File: src/rtl/hazard_pkg.sv
// Shared types and widths for the decode-stage hazard unit.
// The optional HAZARD_PERF_EN macro is consumed by hazard_unit, not here.
package hazard_pkg;

    localparam int NUM_REGS = 32;
    localparam int REG_W    = $clog2(NUM_REGS);

    typedef struct packed {
        logic             valid;
        logic [REG_W-1:0] rd;
        logic             we;
        logic             is_load;
    } sb_entry_t;

    function automatic int sel_w(input int depth);
        return $clog2(depth + 1);
    endfunction

endpackage

File: src/rtl/hazard_src_match.sv
// Per-operand scoreboard lookup: youngest matching stage wins, and a load
// that is still too young to forward raises load_use.
module hazard_src_match
    import hazard_pkg::*;
#(
    parameter int PIPE_DEPTH = 3,
    parameter int LOAD_AVAIL = 2
) (
    input  logic [REG_W-1:0]                 rs_i,
    input  logic                             used_i,
    input  sb_entry_t [PIPE_DEPTH:1]         sb_i,
    output logic [sel_w(PIPE_DEPTH)-1:0]     sel_o,
    output logic                             load_use_o
);

    localparam int SEL_W = sel_w(PIPE_DEPTH);

    // Oldest-to-youngest scan so the youngest match overwrites older ones.
    always_comb begin
        sel_o      = '0;
        load_use_o = 1'b0;
        for (int k = PIPE_DEPTH; k >= 1; k--) begin
            if (used_i && (rs_i != '0) && sb_i[k].valid && sb_i[k].we &&
                (sb_i[k].rd == rs_i)) begin
                sel_o      = SEL_W'(k);
                load_use_o = sb_i[k].is_load && (k < LOAD_AVAIL);
            end
        end
    end

endmodule

File: src/rtl/hazard_unit.sv
// Scoreboard-based bypass/stall generator for the decode stage.
// Define HAZARD_PERF_EN to add saturating stall/bypass event counters.
module hazard_unit
    import hazard_pkg::*;
#(
    parameter int NUM_SRC    = 2,
    parameter int PIPE_DEPTH = 3,
    parameter int LOAD_AVAIL = 2
) (
    input  logic                                     clk,
    input  logic                                     rst,
    input  logic                                     id_valid,
    input  logic [NUM_SRC-1:0][REG_W-1:0]            id_rs,
    input  logic [NUM_SRC-1:0]                       id_rs_used,
    input  logic [REG_W-1:0]                         id_rd,
    input  logic                                     id_rd_we,
    input  logic                                     id_is_load,
    input  logic                                     hold_in,
    input  logic                                     flush,
    output logic                                     stall,
    output logic                                     issue,
    output logic [NUM_SRC-1:0][sel_w(PIPE_DEPTH)-1:0] bypass_sel,
    output logic [REG_W-1:0]                         curr_rd
`ifdef HAZARD_PERF_EN
    ,
    output logic [31:0]                              perf_stall_cnt,
    output logic [31:0]                              perf_bypass_cnt
`endif
);

    sb_entry_t [PIPE_DEPTH:1] sb_q;
    sb_entry_t [PIPE_DEPTH:1] sb_d;
    logic [NUM_SRC-1:0]       src_load_use_s;
    logic                     load_use_s;

    for (genvar s = 0; s < NUM_SRC; s++) begin : g_src
        hazard_src_match #(
            .PIPE_DEPTH (PIPE_DEPTH),
            .LOAD_AVAIL (LOAD_AVAIL)
        ) u_match (
            .rs_i       (id_rs[s]),
            .used_i     (id_rs_used[s]),
            .sb_i       (sb_q),
            .sel_o      (bypass_sel[s]),
            .load_use_o (src_load_use_s[s])
        );
    end

    // Zero-latency decode-side controls; flush only suppresses issue.
    always_comb begin
        load_use_s = |src_load_use_s;
        stall      = load_use_s | hold_in;
        issue      = id_valid & ~stall & ~flush;
        if (sb_q[1].valid) begin
            curr_rd = sb_q[1].rd;
        end else begin
            curr_rd = '0;
        end
    end

    // Scoreboard next state: flush beats hold, hold freezes, otherwise shift.
    always_comb begin
        sb_d = sb_q;
        if (flush) begin
            sb_d = '0;
        end else if (hold_in) begin
            sb_d = sb_q;
        end else begin
            for (int k = PIPE_DEPTH; k >= 2; k--) begin
                sb_d[k] = sb_q[k-1];
            end
            if (issue) begin
                sb_d[1] = '{valid:   1'b1,
                            rd:      id_rd,
                            we:      id_rd_we & (id_rd != '0),
                            is_load: id_is_load};
            end else begin
                sb_d[1] = '0;
            end
        end
    end

    // Scoreboard state register.
    always_ff @(posedge clk) begin
        if (rst) begin
            sb_q <= '0;
        end else begin
            sb_q <= sb_d;
        end
    end

`ifdef HAZARD_PERF_EN
    logic [31:0] perf_stall_q;
    logic [31:0] perf_bypass_q;
    logic        any_bypass_s;

    assign any_bypass_s = |bypass_sel;

    // Saturating event counters.
    always_ff @(posedge clk) begin
        if (rst) begin
            perf_stall_q  <= 32'd0;
            perf_bypass_q <= 32'd0;
        end else begin
            if (id_valid && load_use_s && (perf_stall_q != 32'hFFFF_FFFF)) begin
                perf_stall_q <= perf_stall_q + 32'd1;
            end
            if (issue && any_bypass_s && (perf_bypass_q != 32'hFFFF_FFFF)) begin
                perf_bypass_q <= perf_bypass_q + 32'd1;
            end
        end
    end

    assign perf_stall_cnt  = perf_stall_q;
    assign perf_bypass_cnt = perf_bypass_q;
`endif

endmodule

File: config.mk
export PLATFORM = sky130hd
export DESIGN_NAME = hazard_unit
export DESIGN_NICKNAME = d
export VERILOG_FILES = /design/src/rtl/hazard_pkg.sv /design/src/rtl/hazard_src_match.sv /design/src/rtl/hazard_unit.sv
export SDC_FILE = /design/constraint.sdc
export NUM_CORES = 1
export LEC_CHECK = 0
export CAP_MARGIN = 30
export CORE_MARGIN = 3
export CORE_UTILIZATION = 25
export DETAILED_ROUTE_END_ITERATION = 10
export PLACE_DENSITY = 0.57
export SLEW_MARGIN = 10
export SYNTH_ARGS = -nofsm -noshare
export SYNTH_HDL_FRONTEND = slang
export SYNTH_SLANG_ARGS = --single-unit
File: constraint.sdc
create_clock -name clk -period 3.57 [get_ports clk]
set_input_delay 0.5355 -clock clk [delete_from_list [all_inputs] [get_ports clk]]
set_output_delay 0.5355 -clock clk [all_outputs]
set_load 0.005 [all_outputs]
# ---- Word-level counts from Yosys, hierarchy flattened
# Cells that the tools add are included.
dict set report totals {
  wordCells 57
  reg_bits 22
  out_inout_bits 11
  inputBits 24
}
dict set report op_classes {
  muxes 10
  n_reduce_logical 25
  n_bitwise 6
  eq_ne 6
}
# cell n
set ops {}
lappend ops {{== test 5 bit} 6}
lappend ops {{logical AND 1 bit} 20}
lappend ops {{nonzero test 5 bit} 3}
lappend ops {{two-way mux 2 bit} 6}
lappend ops {{two-way mux 8 bit} 1}
lappend ops {{two-way mux 5 bit} 1}
lappend ops {{OR reduction 2 bit} 2}
lappend ops {{AND 1 bit} 3}
lappend ops {{two-way mux 1 bit} 2}
lappend ops {{inverter 1 bit} 2}
lappend ops {{OR 1 bit} 1}

# ---- Depth between registers and ports, before layout
dict set report logic_depth {
  word_depth 12
  mapped_depth 5
  depth_no_buf 4
}

# ---- Hierarchy
# A second synthesis with hierarchy kept.
dict set report unflattened {
  cells_unflattened 152
  hier_area_um2 1382.6
}
# mod seq_area_each_um2 instances cells_per_inst area_per_inst_um2
set by_module_without_submodules {}
lappend by_module_without_submodules {hazard_unit 480.5 1 92 927.1}
lappend by_module_without_submodules {hazard_src_match 0.0 2 30 227.7}

# ---- Worst setup path after synthesis
# No wires, ideal clock.
dict set report synth_timing {
  kind {input -> output}
  startpoint {input id_rs[7] (netlist name)}
  endpoint {output stall}
  arrival_time_ns 1.773
  setup_slack_ns 1.262
  stages 5
  t_required_ns 3.034
  cell_sequence {buf_2 xor2_1 or4_1 o22ai_4 a21o_2}
}
dict set report synth_via {
  elab_chain_len 8
  elab_cells_between_ends 9
}
# element line
set synth_lines {}
lappend synth_lines {{start: declaration} hazard_unit.sv:13} ;# input logic [NUM_SRC-1:0][REG_W-1:0] id_rs,
lappend synth_lines {{nonzero test 5 bit} hazard_src_match.sv:23} ;# if (used_i && (rs_i != '0) && sb_i[k].valid && sb_i[k].we &&
lappend synth_lines {{logical AND 1 bit (3 in series)} hazard_src_match.sv:23}
lappend synth_lines {{logical AND 1 bit *} hazard_src_match.sv:23}
lappend synth_lines {{two-way mux 1 bit *} hazard_src_match.sv:23}
lappend synth_lines {{OR reduction 2 bit *} hazard_unit.sv:51} ;# load_use_s = |src_load_use_s;
lappend synth_lines {{OR 1 bit *} hazard_unit.sv:52} ;# stall = load_use_s | hold_in;
lappend synth_lines {{end: declaration} hazard_unit.sv:20} ;# output logic stall,
# Mark *: on every way between the ends. The rest lies on a longest branch, timed or not.

# ---- Worst setup path in the final report
dict set report layout_timing {
  startpoint {input id_rs[5] (netlist name)}
  endpoint {output issue}
}
dict set report layout_via {
  elab_chain_len 11
  elab_cells_between_ends 12
}
# element line
set layout_lines {}
lappend layout_lines {{nonzero test 5 bit} hazard_src_match.sv:23}
lappend layout_lines {{logical AND 1 bit (3 in series)} hazard_src_match.sv:23}
lappend layout_lines {{logical AND 1 bit *} hazard_src_match.sv:23}
lappend layout_lines {{two-way mux 1 bit *} hazard_src_match.sv:23}
lappend layout_lines {{OR reduction 2 bit *} hazard_unit.sv:51}
lappend layout_lines {{OR 1 bit *} hazard_unit.sv:52}
lappend layout_lines {{inverter 1 bit *} hazard_unit.sv:53} ;# issue = id_valid & ~stall & ~flush;
lappend layout_lines {{AND 1 bit * (2 in series)} hazard_unit.sv:53}
lappend layout_lines {{end: declaration} hazard_unit.sv:21} ;# output logic issue,
# Marks and branches as above.

==> out/results.ini <==
[timing]
max_freq_ghz = 0.3000
finalCritPeriodShare_pct = 93.37
rsz0062_at_grt = false
relSlewSlack_pct = 65.90
tns_ns = 0
setup_violations = 0
tightest_slew_ns = 0.5096
finClkSkew_ns = 0.005217
slew_violations = 0
final_hold_viol_count = 0
timing.final.crit_period_ns = 3.333

[logic_synthesis]
yosysWarnings = 0
yosysSeqAreaShare_pct = 30.80
post_synth.cell_area_avg_sq_um = 8.828
yosys-top-cells-area = dfxtp_1 (31%), mux2i_1 (9.8%), xnor2_1 (9.2%)
synth-seq-cells = 22
syn_nets = 186
netlist_area_sq_um = 1430
synth_top_area_share_pct = 30.80
synth_top_area_cell = dfxtp_1
syn_inst = 162
synthDistinctLibCells = 33

[pwr]
clockPowerShare_pct = 32.8
pwr-share-seq_pct = 48.3
power_density_nw_per_um2 = 274.2
p_int_mw = 0.4047
power_frac_comb_pct = 19.0
p_sw_mw = 0.1315
p_leak_nw = 0.7212
swShare_pct = 24.53
ir_worst_vdd_v = 0.0001237

[global_routing]
grt_max_degree = 18
antenna_found_initial = 0
gr-total-overflow = 0
grtUsageTotal_pct = 11.94
grt_pass1_wl_um = 5878
first_global_vias = 1194

[drt]
wl_per_cell_um = 13.88
ant_nets = 0
routed_wl_um = 3774
route.detailed.drc = 0
vias_per_cell = 4.625
drtPass1Iterations = 4
drtIter0Drc = 37
vias = 1258

[finish]
regMostFlops = sb_q
insertedDiodeCount = 0
fin_cells = 272
drive_gt1_share_pct = 11.39
final_common_cell = clkdlybuf4s50_1
fin_nets = 227
syn_to_final_growth_pct = 36.75
largest_reg_flops = 22
largestRegisters = sb_q x22
layout_common_cells = clkdlybuf4s50_1 (34), dfxtp_1 (22), nor2_1 (17), xnor2_1 (15), xor2_1 (15)
utilization_pct = 36.88

[floorplan]
initial_utilization_pct = 26.97
fp.coreArea_sq_um = 5303
die_h_um = 81.64
ios = 35
placementRows = 26
die-area_sq_um = 6664
die_w_um = 81.64

[setup_path]
path_common_cell = clkdlybuf4s50_1
criticalPathCategory = input pin to output port
critPathTopFamily = buffers and inverters
crit_path_start_kind = input pin
crit_path_max_fanout = 4
crit_chain = clkdlybuf4s50_1 > or4_4 > o211ai_4 > o22ai_4 > a2111oi_4 > clkdlybuf4s50_1
critPathCaptureType = output port
required_ns = 3.03
cp_data_arrival_time_ns = 2.80
path_buf_inv = 2
worst_path_largest_cell_delay_ns = 0.55
cpMaxStageDelayCell = clkdlybuf4s50_1

[clock_tree]
cts.hold.buffers_added = 0
cts_buffers = 3
cts_max_level = 1
cts_tree = built
post-cts-setup-buffers = 0
clkTransAtPathRegs_ns = 0.07
cts_buffer_depth = 2
worst_skew_pair.late_latency_ns = 0.26
cts_sinks = 22
cts_resized = 0
cts_root_buf = clkbuf_8

[status]
status = complete, no violations

[placed_design]
dp_cells = 268
portBuffers = 34
gp_congestion = 0.8073
dpl.hpwl_um = 2979

[hold_path]
hold_class = flip-flop to flip-flop

[job]
max_cap_violations = 0

## final cells by class
class	instances	area [sq um]
Timing Repair Buffer	44	415.4
Tap cell	70	87.58
Multi-Input combinational cell	128	942.2
Sequential cell	22	440.4
Inverter	4	15.01
Clock buffer	4	55.05
Fill cell	560	3347
## layer usage
layer,vias to the layer above,track usage (%),wire length (um)
li1,655,-,-
met1,574,15.64,1827
met2,25,19.06,1714
met3,4,2.741,180
met4,0,4.485,51
met5,-,0,0
## final timing paths
check | start | endpoint | slack [ns] | cells after the start
max reg2reg | sb_q[4] | sb_q[6] | 1.84 | 5
min | sb_q[23] | sb_q[23] | 0.50 | 2
max | id_rs[5] | issue | 0.24 | 6
min reg2reg | sb_q[23] | sb_q[23] | 0.50 | 2
## worst min-delay path: cells and delay by family (launching register included)
family           cells  cell delay [ns]
flip-flops           1             0.33
multiplexers         1             0.07
AND/OR/NAND/NOR      1             0.07
## synthesized netlist by cell type
library cell / n
o21a_1: 3
clkbuf_1: 5
nor4b_2: 1
a21o_2: 1
or3_1: 1
or2_1: 1
a21oi_1: 2
and3_1: 3
a32oi_1: 5
xor2_1: 15
buf_2: 2
inv_1: 4
nor2_1: 17
o22ai_4: 1
o21ai_1: 1
and2_1: 6
xnor2_1: 15
or4_4: 2
nand3_1: 4
nand4_1: 4
nor4_1: 4
o211ai_2: 1
a22oi_1: 1
o21ai_0: 10
a21boi_1: 1
dfxtp_1: 22
buf_1: 1
o211ai_4: 1
a2111oi_4: 1
mux2i_1: 14
or2_2: 1
nand2_1: 9
or4_1: 3
## cell families after synthesis
group / after synthesis / synth area share, %
AO/OA/AOI/OAI: 28 / 16.54
XOR/XNOR: 30 / 18.37
flip-flops: 22 / 30.80
multiplexers: 14 / 9.798
buffers and inverters: 12 / 3.324
AND/OR/NAND/NOR: 56 / 21.17
## stage by stage
step | hold WS [ns] | setup WS, ns | total power [mW] | cell area (sq um)
6_report | 0.5021 | 0.2367 | 0.5362 | 1956
3_3_place_gp | 0.4796 | 0.2484 | 0.3666 | 1901
5_1_grt | 0.5565 | 0.1492 | 0.5636 | 1956
3_5_place_dp | 0.4933 | 0.2275 | 0.3666 | 1901
4_1_cts | 0.5118 | 0.2064 | 0.5434 | 1956
2_1_floorplan | 0.4640 | 1.262 | 0.3128 | 1430
## power groups by stage
stage / sequential (mW) / clock [mW] / combinational (mW)
floorplan: 0.260 / 0 / 0.0526
global placement: 0.265 / 0 / 0.102
detailed placement: 0.265 / 0 / 0.102
CTS: 0.259 / 0.182 / 0.102
global route: 0.260 / 0.194 / 0.110
finish: 0.259 / 0.176 / 0.102
(Power assumes the default switching activity.)
